### src/rtl/core_sequencer.sv
// core_sequencer: multi-cycle FETCH/DECODE/EXECUTE/MEMORY/WRITEBACK control FSM with halt and retire count.
// Define SEQ_TIMEOUT_EN to bound memory waits by TIMEOUT_CYCLES and trap into FAULT.
module core_sequencer #(
    parameter int TIMEOUT_CYCLES = 16
) (
    input  logic        i_CLK,
    input  logic        i_RST_n,
    input  logic        i_Halt,
    input  logic        i_IMemAck,
    input  logic        i_DMemAck,
    input  logic        i_Branch,
    input  logic        i_Jump,
    input  logic        i_MemRead,
    input  logic        i_MemWrite,
    input  logic        i_RegWrite,
    input  logic        i_BranchTaken,
    output logic        o_IMemReq,
    output logic        o_IRWrite,
    output logic        o_DMemReq,
    output logic        o_DMemWe,
    output logic        o_RegWriteEn,
    output logic        o_PCWrite,
    output logic        o_PCSrc,
    output logic [2:0]  o_State,
    output logic [31:0] o_InstRet,
    output logic        o_Fault
);
    typedef enum logic [2:0] {
        FETCH     = 3'd0,
        DECODE    = 3'd1,
        EXECUTE   = 3'd2,
        MEMORY    = 3'd3,
        WRITEBACK = 3'd4,
        HALT      = 3'd5,
        FAULT     = 3'd6
    } state_t;

    state_t      state, state_nxt, done_nxt;
    logic [31:0] inst_ret;
    logic        done;
    logic        timeout;

    if (TIMEOUT_CYCLES < 1) begin : g_bad_timeout
        $error("TIMEOUT_CYCLES must be at least 1");
    end

`ifdef SEQ_TIMEOUT_EN
    localparam int CW = $clog2(TIMEOUT_CYCLES + 1);
    logic [CW-1:0] wait_cnt;
    logic          waiting;

    assign waiting = (state == FETCH && !i_IMemAck) || (state == MEMORY && !i_DMemAck);
    // an ack on the last allowed cycle still wins over the fault
    assign timeout = waiting && wait_cnt == CW'(TIMEOUT_CYCLES - 1);

    always_ff @(posedge i_CLK or negedge i_RST_n) begin
        if (!i_RST_n) wait_cnt <= '0;
        else          wait_cnt <= waiting ? wait_cnt + 1'b1 : '0;
    end
`else
    assign timeout = 1'b0;
`endif

    always_ff @(posedge i_CLK or negedge i_RST_n) begin
        if (!i_RST_n) begin
            state    <= FETCH;
            inst_ret <= '0;
        end else begin
            state    <= state_nxt;
            inst_ret <= done ? inst_ret + 32'd1 : inst_ret;
        end
    end

    assign done = (state == EXECUTE && !(i_MemRead || i_MemWrite) && !i_RegWrite)
               || (state == MEMORY && i_DMemAck && !i_MemRead)
               || (state == WRITEBACK);
    assign done_nxt = i_Halt ? HALT : FETCH;

    always_comb begin
        state_nxt = state;
        case (state)
            FETCH:     state_nxt = i_IMemAck ? DECODE : timeout ? FAULT : FETCH;
            DECODE:    state_nxt = EXECUTE;
            EXECUTE:   state_nxt = (i_MemRead || i_MemWrite) ? MEMORY : i_RegWrite ? WRITEBACK : done_nxt;
            MEMORY:    state_nxt = !i_DMemAck ? (timeout ? FAULT : MEMORY) : i_MemRead ? WRITEBACK : done_nxt;
            WRITEBACK: state_nxt = done_nxt;
            HALT:      state_nxt = i_Halt ? HALT : FETCH;
            FAULT:     state_nxt = FAULT;
            default:   state_nxt = FETCH;
        endcase
    end

    always_comb begin
        o_IMemReq    = state == FETCH;
        o_IRWrite    = state == FETCH && i_IMemAck;
        o_DMemReq    = state == MEMORY;
        o_DMemWe     = state == MEMORY && i_MemWrite;
        o_RegWriteEn = state == WRITEBACK;
        o_PCWrite    = done;
        o_PCSrc      = done && (i_Jump || (i_Branch && i_BranchTaken));
        o_Fault      = state == FAULT;
        o_State      = state;
        o_InstRet    = inst_ret;
    end
endmodule

### config.mk
export PLATFORM = sky130hd
export DESIGN_NAME = core_sequencer
export DESIGN_NICKNAME = d
export VERILOG_FILES = /design/src/rtl/core_sequencer.sv
export SDC_FILE = /design/constraint.sdc
export NUM_CORES = 1
export LEC_CHECK = 0
export BUFFER_PORTS_ARGS = -buffer_cell sky130_fd_sc_hd__buf_2
export CORE_UTILIZATION = 53
export CTS_CLUSTER_SIZE = 30
export DETAILED_ROUTE_END_ITERATION = 10
export PLACE_DENSITY = 0.82
export SYNTH_ARGS = -nofsm -noshare
export SYNTH_HDL_FRONTEND = slang
export SYNTH_SLANG_ARGS = --single-unit
### constraint.sdc
create_clock -name i_CLK -period 3.9 [get_ports i_CLK]
set_clock_uncertainty 0.1 [all_clocks]
set_input_delay 0.195 -clock i_CLK [delete_from_list [all_inputs] [get_ports i_CLK]]
set_output_delay 0.195 -clock i_CLK [all_outputs]
set_load 0.005 [all_outputs]
==> run summary <==
Status -> completed
Die Ht -> 60.7 µm
Clock buffer count from CTS -> 5
CP max stage cell -> o21ai_1
Crit path time final -> 2.26 ns
Netlist Area Pre-Place -> 0.00183 mm²
Fmax -> 0.442 GHz
Crit-path max cell delay -> 0.66 ns
Hpwl dp -> 2.58 mm
Critical path endpoint category -> flip-flop
Clk root buf -> clkbuf_4
Clock latency on the worst-skew pair -> 0.33 ns
Commonest cells in the netlist -> 35 x dfrtp_1, 16 x nor3_1, 16 x xor2_1
Setup TNS -> 0 ns
Worst EP arrival -> 2.38 ns
Worst R2R End -> o_InstRet[26]
Setup ws final -> 1.64 ns
PD cells -> 420 mW/mm²
Initial antenna violation count -> 0
Async set-reset flop share out of synthesis -> 1.00
Total grt overflow -> 0
Die X -> 60.7 µm
Synth top area cells -> dfrtp_1 48%, xor2_1 7.7%, xnor2_1 7.2%
GPL Wtd Cong -> 0.822
Origin of the critical flop-to-flop path -> o_State[2]
PortBufs -> 53
Core footprint -> 0.00315 mm²
Avg Synthesized Cell Area -> 10.4 µm²
Most frequent cell after synthesis -> dfrtp_1
Place WS -> 1.63 ns
Antenna Violating Nets Remaining -> 0
Setup crit start -> o_State[2]
Synthesized flop and latch total -> 35
CP max FO -> 13
Primary FF master, synth -> dfrtp_1
Vias post-DR -> 1456
Row cnt -> 20
GR Util All Layers -> 0.208
Worst Path Required -> 4.02 ns
CTS sink cnt -> 35
Antenna cells -> 0
Pleak -> 1.14 nW
Die area -> 0.00369 mm²
Depth of the most critical reg-to-reg path -> 5
DRC errors left -> 0
Vias per inst -> 5.26
Slew Limit Fails -> 0
VDD IR max -> 0.000403 V
Synth area leader -> dfrtp_1
Detailed Routing Iterations Pass 1 -> 4
Min-delay worst type -> in2reg
RSZ-0062 raised after global routing -> no
Layout Cells excl Fill -> 277
CTS tree -> built
Fin Hold WS -> 0.0689 ns
First-pass GRT wire length -> 5.55 mm
WL/cell -> 12.4 µm
Starting Density -> 0.580
Final worst-path cycle share -> 0.580
Layout Nets -> 244
Seq/Total Area, Yosys -> 0.479
Cell Count Post-Placement -> 268
Max Cap Violations -> 0
Worst reg2reg setup slack -> 1.64 ns
Capture point of the critical path -> o_InstRet[26]
Slew of the pin with the lowest slew margin -> 0.811 ns
Clk buf depth -> 2
Worst Setup Path Type -> reg2reg
H-tree Lvls -> 2
Critical Path Start Type -> flip-flop
Reg clk slew, reported paths -> 0.10 ns
Vias in the first global route -> 1259
Hold Violations, Final -> 0
Setup Buffers After CTS -> 0
I/O pins -> 54
Syn_nets -> 188
Post-synth EDFFs -> 0
Cells along the critical path -> and3b_1, a22o_1, o21ai_1, nor3_1, xor2_1
Top cell type's share of synthesized area -> 0.479
Worst rel slew slack -> 0.456
Yosys warning count -> 0
Largest net degree at the start of global routing -> 36
Detailed Route WL -> 3.45 mm
Yosys cell types -> 42
DRT iter0 DRCs -> 41
Final setup violation count -> 0
Layout cells sized above 1 -> 0.292
Area growth, synth to finish -> 18.6%
Mapped Cells -> 176
[final cells by class]
class,count,area [µm²]
clock buffer,7,45.0
clock inverter,1,5.00
fill,270,985
inverter,12,46.3
multi-input combinational,124,866
sequential,35,876
tap,44,55.1
timing repair buffer,54,275
[metrics by stage]
step / cell area (µm²) / total power, mW / util
after floorplan: 1830 / 0.653 / -
after global placement: 2110 / 0.734 / 0.669
after detailed placement: 2110 / 0.738 / 0.669
after CTS: 2170 / 0.923 / 0.688
after global routing: 2170 / 0.979 / 0.688
final: 2170 / 0.911 / 0.688
[critical path: cells and delay by family, from the launching register on]
kind             cells  cell delay [ns]
AO/OA/AOI/OAI        2             0.92
XOR/XNOR             1             0.18
flip-flops           1             0.53
AND/OR/NAND/NOR      2             0.43
[worst min path at each step]
stage / cells after the start / slack (ns) / endpoint / startpoint
floorplan: 0 / -0.20 / o_InstRet[0] / i_RST_n
global placement: 1 / 0.20 / o_InstRet[27] / i_RST_n
detailed placement: 1 / 0.20 / o_InstRet[28] / i_RST_n
finish: 3 / 0.07 / o_State[0] / i_IMemAck
global route: 3 / 0.08 / o_State[0] / i_IMemAck
CTS: 3 / 0.06 / o_State[0] / i_IMemAck
[power breakdown]
| part | switching [mW] | total, mW | internal (mW) |
|---|---|---|---|
| clock | 0.112 | 0.182 | 0.0702 |
| combinational | 0.112 | 0.239 | 0.127 |
| sequential | 0.0861 | 0.490 | 0.403 |
| total | 0.310 | 0.911 | 0.601 |
[placed cells by master (no fill, tap or decap), types with 9 or more instances in the layout]
| cell type | Yosys | routed |
|---|---|---|
| nand3_1 | 9 | 9 |
| nor2_1 | 14 | 14 |
| buf_2 | 2 | 53 |
| dfrtp_1 | 35 | 35 |
| xnor2_1 | 15 | 15 |
| nand2_1 | 13 | 13 |
| inv_1 | 11 | 11 |
| nor3_1 | 16 | 16 |
| xor2_1 | 16 | 16 |
[metal layers]
metal,GRT usage,vias up,routed length [µm]
met5,0,-,0
met4,0.0682,0,46
met3,0.0704,4,206
met2,0.342,40,1700
met1,0.259,702,1490
li1,-,710,-
[flip-flops by register name, indices dropped and copies added, names as in the netlist]
register   cells
o_InstRet     32
o_State        3
[logic make-up (layout without fill, tap and decap cells)]
kind of cell    Yosys count  in the layout  share of synthesized area
fa+ha+maj                 1              1                    0.00684
flops                    35             35                      0.479
buf+inv                  17             74                     0.0472
mux                       1              1                    0.00616
simple gates             74             74                      0.240
compound gates           17             17                     0.0726
xor+xnor                 31             31                      0.149
[repair_timing]
action,in CTS,in global routing
hold buffers,1,0
gates resized for setup,0,0
hold endpoints to repair,35,0
Power figures use the tool's default switching activity.
